## src/rtl/mac7177_acc35.sv

```systemverilog
// mac7177_acc35 -- streaming multiply-accumulate front end for sntrup1013.
//
// Each cycle accepts one pair of centered mod-7177 coefficients and forms
// their product. It accumulates the products of one sequence into a 35-bit
// signed sum and emits that raw sum once per sequence. The sum feeds the
// 3-cycle mod-7177 centered reducer. red_valid is out_valid delayed to
// line up with the reducer output.
//
// Optional feature: define MAC7177_RANGE_CHECK_EN to build the sticky err
// flag. When enabled, err is set by any of the following:
//   - an out-of-range valid coefficient;
//   - the (P_MAX+1)th term of a sequence.
// Without the macro, err is tied to 0 and no check logic is built.
//
// Handshake: valid-only streaming. A term is consumed on every rising edge
// where in_valid is high, and there is no ready/backpressure. in_last is
// meaningful only together with in_valid. out_valid is a single-cycle
// pulse, and acc_out/term_cnt hold their value until the next pulse.
//
// Pipeline: stage 1 registers the product; stage 2 accumulates. A last
// term presented in the cycle ending at edge t+1 appears on out_valid
// after edge t+2.

module mac7177_acc35 #(
    parameter int P_MAX   = 1013,
    parameter int RED_LAT = 3
) (
    input  logic               clk,
    input  logic               Reset,
    input  logic               in_valid,
    input  logic               in_last,
    input  logic signed [12:0] a_in,
    input  logic signed [12:0] b_in,
    output logic signed [34:0] acc_out,
    output logic               out_valid,
    output logic [9:0]         term_cnt,
    output logic               red_valid,
    output logic               err
);

    // The term counter is 10 bits wide, so sequences beyond 1023 terms
    // cannot be counted. Reject such parameterisations at elaboration.
    if (P_MAX > 1023) begin : g_p_max_check
        $error("mac7177_acc35: P_MAX must not exceed 1023");
    end

    // ------------------------------------------------------------------
    // Stage 1: product register and qualified flags
    // ------------------------------------------------------------------
    logic signed [25:0] prod_d, prod_q;
    logic               v1_d, v1_q;
    logic               l1_d, l1_q;

    // 13x13 signed multiply. Both operands are sign-extended to the full
    // 26-bit product width first.
    assign prod_d = 26'(a_in) * 26'(b_in);
    assign v1_d   = in_valid;
    assign l1_d   = in_valid & in_last;   // a stray in_last is dropped here

    // Stage-1 registers. They clear on reset so that any in-flight term is
    // discarded.
    always_ff @(posedge clk) begin
        if (Reset) begin
            prod_q <= '0;
            v1_q   <= 1'b0;
            l1_q   <= 1'b0;
        end else begin
            prod_q <= prod_d;
            v1_q   <= v1_d;
            l1_q   <= l1_d;
        end
    end

    // ------------------------------------------------------------------
    // Stage 2: accumulate, count, emit
    // ------------------------------------------------------------------
    logic signed [34:0] acc_d, acc_q;
    logic [9:0]         cnt_d, cnt_q;
    logic               first_d, first_q;
    logic signed [34:0] acc_out_d, acc_out_q;
    logic [9:0]         term_cnt_d, term_cnt_q;
    logic               out_valid_d, out_valid_q;

    logic signed [34:0] base_sum;
    logic signed [34:0] sum;
    logic [9:0]         cnt_new;

    // Starting a sequence uses zero as the base instead of clearing acc.
    // This lets a first term that arrives right after a last term begin
    // cleanly, without a dead cycle.
    assign base_sum = first_q ? 35'sd0 : acc_q;
    assign sum      = base_sum + 35'(prod_q);
    assign cnt_new  = first_q ? 10'd1 : cnt_q + 10'd1;

    // Next-state logic for the accumulator, the counter and the output
    // registers. Bubbles (v1_q low) leave every value unchanged.
    always_comb begin
        acc_d       = acc_q;
        cnt_d       = cnt_q;
        first_d     = first_q;
        acc_out_d   = acc_out_q;
        term_cnt_d  = term_cnt_q;
        out_valid_d = 1'b0;
        if (v1_q) begin
            acc_d   = sum;
            cnt_d   = cnt_new;
            first_d = 1'b0;
            if (l1_q) begin
                acc_out_d   = sum;
                term_cnt_d  = cnt_new;
                out_valid_d = 1'b1;
                first_d     = 1'b1;
            end
        end
    end

    // Stage-2 registers. A reset drops the partial sum and re-arms first.
    always_ff @(posedge clk) begin
        if (Reset) begin
            acc_q       <= '0;
            cnt_q       <= '0;
            first_q     <= 1'b1;
            acc_out_q   <= '0;
            term_cnt_q  <= '0;
            out_valid_q <= 1'b0;
        end else begin
            acc_q       <= acc_d;
            cnt_q       <= cnt_d;
            first_q     <= first_d;
            acc_out_q   <= acc_out_d;
            term_cnt_q  <= term_cnt_d;
            out_valid_q <= out_valid_d;
        end
    end

    assign acc_out   = acc_out_q;
    assign term_cnt  = term_cnt_q;
    assign out_valid = out_valid_q;

    // ------------------------------------------------------------------
    // Reducer-aligned valid: RED_LAT-deep delay line of out_valid
    // ------------------------------------------------------------------
    logic [RED_LAT-1:0] red_sr_d, red_sr_q;

    // Shift out_valid into the delay line one position per cycle.
    always_comb begin
        red_sr_d    = red_sr_q;
        red_sr_d[0] = out_valid_q;
        for (int i = 1; i < RED_LAT; i++) begin
            red_sr_d[i] = red_sr_q[i-1];
        end
    end

    // Delay-line register. A reset also cancels pulses still in flight.
    always_ff @(posedge clk) begin
        if (Reset) begin
            red_sr_q <= '0;
        end else begin
            red_sr_q <= red_sr_d;
        end
    end

    assign red_valid = red_sr_q[RED_LAT-1];

    // ------------------------------------------------------------------
    // Optional range / length checking
    // ------------------------------------------------------------------
`ifdef MAC7177_RANGE_CHECK_EN
    localparam logic signed [12:0] COEF_MAX = 13'sd3588;
    localparam logic signed [12:0] COEF_MIN = -13'sd3588;
    localparam logic [10:0]        LEN_BAD  = 11'(P_MAX + 1);

    logic range_bad_d, range_bad_q;
    logic len_bad;
    logic err_d, err_q;

    assign range_bad_d = in_valid &
                         ((a_in > COEF_MAX) || (a_in < COEF_MIN) ||
                          (b_in > COEF_MAX) || (b_in < COEF_MIN));

    // The (P_MAX+1)th term is the first one outside the proven 35-bit bound.
    assign len_bad = v1_q && ({1'b0, cnt_new} == LEN_BAD);
    assign err_d   = err_q | range_bad_q | len_bad;

    // Check registers. err stays set until Reset.
    always_ff @(posedge clk) begin
        if (Reset) begin
            range_bad_q <= 1'b0;
            err_q       <= 1'b0;
        end else begin
            range_bad_q <= range_bad_d;
            err_q       <= err_d;
        end
    end

    assign err = err_q;
`else
    assign err = 1'b0;
`endif

endmodule
```

## config.mk

```make
export PLATFORM = sky130hd
export DESIGN_NAME = mac7177_acc35
export DESIGN_NICKNAME = d
export VERILOG_FILES = /design/src/rtl/mac7177_acc35.sv
export SDC_FILE = /design/constraint.sdc
export NUM_CORES = 1
export LEC_CHECK = 0
export ABC_AREA = 1
export BUFFER_PORTS_ARGS = -buffer_cell sky130_fd_sc_hd__buf_2
export CAP_MARGIN = 20
export CORE_MARGIN = 5
export CORE_UTILIZATION = 50
export DETAILED_ROUTE_END_ITERATION = 6
export PLACE_DENSITY = 0.73
export RECOVER_POWER = 50
export SLEW_MARGIN = 20
export SYNTH_ARGS = -nofsm -noshare
export SYNTH_HDL_FRONTEND = slang
export SYNTH_SLANG_ARGS = --single-unit
export TNS_END_PERCENT = 20
```

## constraint.sdc

```tcl
create_clock -name clk -period 8.22 [get_ports clk]
set_input_delay 0 -clock clk [delete_from_list [all_inputs] [get_ports clk]]
set_output_delay 0 -clock clk [all_outputs]
set_load 0.05 [all_outputs]
```

======== Word-level counts from Yosys, hierarchy flattened ========
Index checks and enable logic that the tools add are counted.
cells by class
  bitwise gates (word level) .............. 2
  reduce and logical (&&, ||, !) cells .... 2
  multiply operators ...................... 1
  add/subtract/negate cells ............... 2
  multiplexer cells ....................... 3
operators by type and width
  kind                     count
  $add A35 B26 Y35         1
  $mux W35                 1
  $mul A13 B13 Y26         1
  $add A10 B1 Y10 const B  1
  $mux W10                 1
  $reduce_and A2 Y1        1
  $reduce_or A2 Y1         1
  $and A1 B1 Y1            1
  $mux W1                  1
  $not A1 Y1               1
storage, ports and cells
  word-level logic and storage cells ...... 20
  bits in registers ....................... 123
  input port bits ......................... 30
  output and inout port bits .............. 48

======== Depth between registers and ports, before layout ========
Gate-level depths: netlist (run 1).
  word-level depth ........................ 2
  depth in mapped cells ................... 25
  gate-level depth less buffers ........... 24

======== Worst setup path before layout (run 1) ========
OpenSTA, ideal clock, no wires.
  kind .................................... input to register
  start point ............................. in a_in[12]
  end point ............................... reg prod_q[23]
  path buffers ............................ 1
  path slack .............................. 3.301 ns
  cell stages on the path ................. 20
  required time ........................... 8.150 ns
  arrival time ............................ 4.849 ns
  library setup time ...................... 0.070 ns
  path through ............................ buf_1 nand2_1 inv_1 fa_1 inv_1 fa_1 fa_1 inv_1 fa_1 inv_1 fa_1 inv_1 ha_1 ha_1 nand2_1 nor4_1 nand3_1 nand3_1 o21ai_0 a21oi_1
on the way
  word-level cells in the longest chain between the ends .. 1
ends and longest elaborated chain
  what                    line  source
  start: declaration      32    input logic signed [12:0] a_in,
  $mul A13 B13 Y26        56    assign prod_d = 26'(a_in) * 26'(b_in);
  end signal: assignment  68    prod_q <= prod_d;
  end: declaration        50    logic signed [25:0] prod_d, prod_q;
Every way passes these cells.
A chain may end at the register's enable or synchronous reset.

======== Worst setup path after layout (run 1) ========
  start point ............................. in b_in[0]
  end point ............................... reg prod_q[24]
on the way
  word-level cells in the longest chain between the ends .. 1
ends and longest elaborated chain
  what                line  source
  start: declaration  33    input logic signed [12:0] b_in,
  $mul A13 B13 Y26    56
Every way passes these cells.

==> key figures, run 1 <==
Outcome
  • Status: finished, violations left
  • Failing checks: max-capacitance violations, max-slew violations

Clock tree
  • CTS max path bufs: 2
  • CTS tree: yes
  • # H-tree levels: 4
  • CTS Root Cell: clkbuf_16
  • Skew-Pair Late Insertion Delay: 420 ps
  • PostCTS Resize Cnt: 0
  • Clock transition at path regs: 60 ps
  • TritonCTS buffer count: 17
  • Clock sinks: 123
  • Post-CTS setup buffers: 0

Logic synthesis
  • Synth Instances: 1,940
  • Mean post-synth cell area: 7.00 um2
  • Top cell type's share of synthesized area: 24.0%
  • Synth Flop Type: dfxtp_1
  • #FFs+latches synth: 123
  • Syn Nets: 2,235
  • Yosys top cell by area: fa_1
  • Cell Area, Synth: 13,600 um2
  • Yosys warning count: 0
  • EDFF count, synth: 0
  • Synth area leaders: fa_1 24%, dfxtp_1 18%, nand2_1 14%, inv_1 13%, ha_1 9.4%
  • Ys async rst share: 0%
  • Seq/Total Area, Yosys: 18.1%
  • Unique masters post-synth: 38

Pwr
  • PwrDens: 388 nW/um2
  • VDD IR max: 0.258 mV
  • Leakage: 8.18 nW

Route
  • Iter 0 DRT Violations: 643
  • Via count: 11.9k
  • Vias/cell: 5.09
  • Initial DRT Pass Iterations: 5
  • Wire per inst: 14.8 um
  • WL final: 34,500 um
  • DRC violations left: 0
  • Antenna-violating nets left: 0

Setup path
  • Critical path's slowest cell: fa_1
  • Crit path DAT: 5690 ps
  • Critical Path Sink Type: register
  • CP Cell Sequence: dlygate4sd3_1, clkbuf_1, nand2_1, fa_1, inv_1, fa_1, inv_1, fa_1, inv_1, fa_1, ha_1, ha_1, nand2_1, nor4_1, nand4_1, nand3_1, nand2_1, nand2_1, nor2_1
  • Critical Path RT: 8530 ps
  • Max incr delay on CP: 960 ps
  • CP startpoint kind: primary input
  • Reg2Reg Setup Slack: 3630 ps
  • Critical path class: primary input to register
  • CP max FO: 13

GRT
  • Largest net degree at the start of global routing: 65
  • Total grt overflow: 0
  • First-pass GRT wire length: 58,500 um
  • Vias in the first global route: 12.2k
  • Antenna violations before repair: 0
  • Global Route Usage Sum: 23.3%

STA
  • Pins Over Slew Limit: 150
  • Final hold violations: 0
  • Skew final: 7.18 ps
  • RSZ-0062 raised after global routing: false
  • Worst hold margin: 31.2 ps
  • Setup Viol. Count Final: 0
  • Worst-margin pin slew: 2840 ps
  • Peak Freq: 0.186 GHz
  • Fin crit share: 65.5%
  • Final worst slack: 2840 ps
  • Max-Slew Margin vs Limit: -90.1%
  • Total negative slack: 0 ps
  • Minimum clock period: 5380 ps

Die
  • Cell Rows: 60
  • Core footprint: 26,900 um2
  • Initial Utilization: 50.5%
  • Die Ht: 175 um
  • Top Ports: 78
  • Die footprint: 30,600 um2
  • Width of the die: 175 um

Finish
  • Commonest non-fill, non-tap cell in the layout: nand2_1
  • Antenna diodes: 0
  • Share of cells above drive strength 1: 4.50%
  • Fillcell total: 2,656
  • Final core utilization: 54.9%
  • Commonest cells after routing, fill and taps aside: 512 x nand2_1, 463 x inv_1, 163 x fa_1
  • Fin nets: 2,281
  • Layout area overhead: 8.69%

Min path
  • Worst Hold Class: primary input to register

Placed design
  • GP Congestion: 0.956
  • DP HPWL: 28,200 um
  • DP Worst Slack: 2880 ps
  • PortBufs: 76

Job
  • Max-cap violations: 3
## cells in the mapped netlist, types with 4 or more instances
master	count
a21o_1	7
a21oi_1	106
buf_1	7
buf_2	10
clkbuf_1	39
dfxtp_1	123
fa_1	163
ha_1	102
inv_1	463
nand2_1	512
nand2_2	10
nand3_1	72
nand4_1	9
nor2_1	147
nor2_2	6
nor3_1	5
nor4_1	4
o211ai_1	12
o21a_1	4
o21ai_0	76
o21ai_1	8
o21bai_1	10
or2_2	4
xnor2_1	17
xor2_1	7
## cell type report
class,count,area [um2],share of cell area (%)
sequential,123,2460,16.7
tap,341,427,2.89
clock buffer,18,439,2.97
multi-input combinational,1296,9150,62.0
inverter,464,1740,11.8
clock inverter,13,169,1.14
timing repair buffer,84,374,2.53
## power breakdown
group / total (W) / switching, W / internal (W)
clock network: 0.000763 / 0.000278 / 0.000485
logic: 0.00423 / 0.00272 / 0.00151
registers: 0.000735 / 0.0000436 / 0.000692
total: 0.00573 / 0.00304 / 0.00269
## final timing paths
| kind | cells past startpoint | start | end |
|---|---|---|---|
| worst max register to register | 7 | v1_q$_SDFF_PP0_ | acc_out[15]$_SDFFE_PP0P_ |
| worst min-delay path | 3 | a_in[0] | prod_q[0]$_SDFF_PP0_ |
| worst max-delay path | 19 | b_in[0] | prod_q[24]$_SDFF_PP0_ |
| worst min register to register | 2 | red_sr_q[0]$_SDFF_PP0_ | red_sr_q[1]$_SDFF_PP0_ |
## metrics by stage
stage / total power, W / cells / cell area, um2
finish: 0.00573 / 2339 / 14800
global route: 0.00648 / 2339 / 14800
floorplan: 0.00395 / 1940 / 13600
detailed placement: 0.00495 / 2304 / 14200
global placement: 0.00490 / 2304 / 14200
CTS: 0.00577 / 2339 / 14900
## layer usage
metal | track usage, % | vias to the layer above | part of all wire (%)
li1 | - | 5908 | -
met1 | 29.1 | 5581 | 43
met4 | 9.98 | 0 | 3.8
met3 | 3.44 | 86 | 4.9
met5 | 0 | - | 0
met2 | 40.2 | 320 | 48
## sequential cells by signal (all words and copies together) (netlist names), 3 cells and up
| register | flops |
|---|---|
| acc_out | 35 |
| acc_q | 35 |
| cnt_q | 10 |
| prod_q | 26 |
| red_sr_q | 3 |
| term_cnt | 10 |
## repair_timing
action,4_1_cts,5_1_grt
endpoints found under the setup margin,0,0
hold buffers,4,0
hold endpoints to repair,3,0
## critical path: cells and delay by family
family	cells	cell delay, ps
adders and majority gates	6	3170
and+or+nand+nor	8	1270
buffers and inverters	5	1260
## kinds of logic (layout without fill, tap and decap cells)
group           count (synthesis)  count (layout)  share of synthesized area, %
compound gates                230             230                          9.27
flops                         123             123                          18.1
fa+ha+maj                     265             265                          33.4
other cells                     1               1                        0.0276
xor+xnor                       24              24                          1.55
simple gates                  776             776                          23.1
buf+inv                       521             579                          14.5
No activity file was read; power rests on OpenSTA's default activity.
==> run 2, diff against run 1 <==
--- a/config.mk
+++ b/config.mk
@@ -11,7 +11,7 @@
 export CORE_MARGIN = 5
 export CORE_UTILIZATION = 50
 export DETAILED_ROUTE_END_ITERATION = 6
-export PLACE_DENSITY = 0.73
+export PLACE_DENSITY = 0.76
 export RECOVER_POWER = 50
 export SLEW_MARGIN = 20
 export SYNTH_ARGS = -nofsm -noshare
==> constraint.sdc (replaced) <==
create_clock -name clk -period 4.7 [get_ports clk]
set_input_delay 0 -clock clk [delete_from_list [all_inputs] [get_ports clk]]
set_output_delay 0 -clock clk [all_outputs]
set_load 0.05 [all_outputs]
==> run 2 against run 1 <==
- the flow still finishes with violations (max-capacitance violations, max-slew violations)
- wire length increased by 1.9%
- register-to-register slack lost 3200 ps
- highest routed layer is now met5
- first-iteration DRC count rose by 13%
- utilization grew 4.1 points
- critical endpoint is now prod_q[25]$_SDFF_PP0_
- clock power grew 98%
- clock-buffer cell count unchanged
- clock skew barely moved
- sequential cell count did not move
- total power is 120% higher
- largest cell class unchanged
==> key figures, run 2 (same netlist as run 1, synthesis figures left out) <==
GRT
  • First-pass GRT wire length: 60,500 um (+3.4%)
  • GRT busiest layer: met2
  • Largest net degree at the start of global routing: 65 (unchanged)
  • GR Util met1: 31.5% (+2.5 points)
  • Antenna violations before repair: 1 (+1)
  • Met3 usage: 3.40% (-0.043 points)
  • Global Route Usage Sum: 23.8% (+0.53 points)
  • Vias in the first global route: 12.9k (+5.5%)
  • Met2 Usage GRT: 41.0% (+0.73 points)
  • Total grt overflow: 0 (unchanged)

Route
  • WL final: 35,200 um (+1.9%)
  • Vias/cell: 5.10 (+0.26%)
  • Initial DRT Pass Iterations: 6 (+1)
  • Antenna-violating nets left: 0 (unchanged)
  • Via count: 12.5k (+4.8%)
  • DRC violations left: 0 (unchanged)
  • Iter 0 DRT Violations: 728 (+13%)
  • Wire per inst: 14.4 um (-2.5%)

Clock tree
  • Clock transition at path regs: 60 ps (about the same)
  • # H-tree levels: 4 (unchanged)
  • Skew-Pair Late Insertion Delay: 420 ps (about the same)
  • CTS max path bufs: 2 (unchanged)
  • CTS Root Cell: clkbuf_16
  • Clock sinks: 123 (unchanged)
  • TritonCTS buffer count: 17 (unchanged)
  • CTS tree: yes

STA
  • Fin crit share: 97.0%
  • RSZ-0062 raised after global routing: true
  • Setup Viol. Count Final: 0 (unchanged)
  • Minimum clock period: 4560 ps
  • Pins Over Slew Limit: 65 (-57%)
  • Final hold violations: 0 (unchanged)
  • Worst-margin pin slew: 2860 ps (+19.8 ps)
  • Final worst slack: 141 ps (-2700 ps)
  • Max-Slew Margin vs Limit: -90.7% (-0.62 points)
  • Peak Freq: 0.219 GHz
  • Skew final: 6.97 ps (-0.212 ps)
  • Total negative slack: 0 ps (unchanged)

Finish
  • Fillcell total: 2,475 (-6.8%)
  • Commonest non-fill, non-tap cell in the layout: nand2_1
  • Register Area: 2460 um2 (-0.10%)
  • Final instance count without filler cells: 2,445 (+4.5%)
  • Share of cells above drive strength 1: 10.7% (+6.2 points)
  • Final instance area: 15,900 um2 (+7.4%)
  • Area occupied by multi-input gates: 9320 um2 (+1.8%)
  • Fin nets: 2,387 (+4.6%)
  • Commonest cells after routing, fill and taps aside: 508 x nand2_1, 462 x inv_1, 158 x fa_1
  • Layout area overhead: 16.8%
  • Antenna diodes: 0 (unchanged)

Setup path
  • Critical path class: primary input to register
  • CP Cell Sequence: clkbuf_4, clkinvlp_4, or2_2, fa_1, fa_1, inv_1, fa_1, fa_1, fa_1, fa_1, ha_1, a21oi_1, o21ai_0, nand2_1, nand2_1, nand2_1, nand3_1, a21oi_1, nor2_1
  • CP dominant cell by count: fa_1
  • CP max FO: 4 (-9)
  • Critical Path RT: 5010 ps (-3520 ps)
  • Buffers and inverters on the worst path: 3 (-2)
  • Critical Path Sink Type: register
  • Family with the most delay on the worst path: adder cells
  • Crit path DAT: 4870 ps (-820 ps)
  • Max incr delay on CP: 520 ps (-440 ps)
  • CP startpoint kind: primary input
  • Critical path's slowest cell: fa_1

Die
  • Initial Utilization: 50.5% (unchanged)
  • Core footprint: 26,900 um2 (unchanged)
  • Die Ht: 175 um (unchanged)
  • Die footprint: 30,600 um2 (unchanged)
  • Width of the die: 175 um (unchanged)
  • Cell Rows: 60 (unchanged)
  • Top Ports: 78 (unchanged)

Pwr
  • Leakage: 8.77 nW (+7.1%)
  • VDD IR max: 0.853 mV (+230%)
  • PwrDens: 802 nW/um2 (+110%)

Placed design
  • DP HPWL: 28,600 um (+1.5%)
  • GP Congestion: 0.982 (+2.7%)
  • Placed inst area: 15,100 um2 (+6.1%)
  • PortBufs: 76 (unchanged)
  • Post-Place Cells: 2,409 (+4.6%)
  • DP Worst Slack: -454 ps (-3330 ps)

Min path
  • Worst Hold Class: primary input to register

Outcome
  • Failing checks: max-capacitance violations, max-slew violations
  • Status: finished, violations left

Job
  • Max-cap violations: 1 (-2)
[run 2: worst paths after layout]
kind / start / to / slack (ps) / cells after the start
worst max-delay path: b_in[12] / prod_q[25]$_SDFF_PP0_ / 140 / 19
worst min-delay path: a_in[0] / prod_q[0]$_SDFF_PP0_ / 30 / 4
worst min register to register: red_sr_q[0]$_SDFF_PP0_ / red_sr_q[1]$_SDFF_PP0_ / 400 / 2
worst max register to register: v1_q$_SDFF_PP0_ / acc_q[13]$_SDFFE_PP0P_ / 420 / 5
[run 2: metal layers]
| metal | routed length, um | up-vias | part of all wire, % |
|---|---|---|---|
| li1 | - | 6117 | - |
| met1 | 15400 | 5887 | 44 |
| met2 | 16900 | 394 | 48 |
| met3 | 2180 | 66 | 6.2 |
| met4 | 698 | 2 | 2.0 |
| met5 | 7 | - | 0.020 |
[run 2: worst reg2reg max path, delay by kind of cell, from the launching register on]
family | cells | cell delay [ps]
buffers and inverters | 3 | 3440
AO/OA/AOI/OAI | 2 | 490
flip-flops | 1 | 300
[run 2: area by class of cell]
cell class,instances,share of cell area (%)
Multi-Input combinational cell,1296,58.8
Timing Repair inverter,1,0.0473
Clock inverter,13,1.51
Sequential cell,123,15.5
Timing Repair Buffer,189,7.76
Inverter,464,11.0
Tap cell,341,2.69
Clock buffer,18,2.71
[run 2: what timing repair did]
item,CTS,global route
setup buffers,0,2
pin swaps,0,11
endpoints found under the setup margin,1,12
gates cloned,0,1
hold endpoints to repair,2,0
hold buffers,2,0
resized for setup,1,31
[run 2: per-stage QoR]
step                utilization [%]  hold WS [ps]  total power [W]
floorplan                         -           107          0.00698
global placement               56.1           219           0.0102
detailed placement             56.1           220           0.0103
CTS                            58.6          26.0           0.0119
global route                   59.0          53.5           0.0143
finish                         59.0          34.6           0.0127
[run 2: power breakdown]
part / switching, W / internal (W) / total [W] / leakage (nW)
Sequential: 0.0000751 / 0.00121 / 0.00128 / 1.01
Combinational: 0.00554 / 0.00439 / 0.00993 / 7.43
Clock: 0.000510 / 0.00100 / 0.00151 / 0.327
Total: 0.00613 / 0.00660 / 0.0127 / 8.77
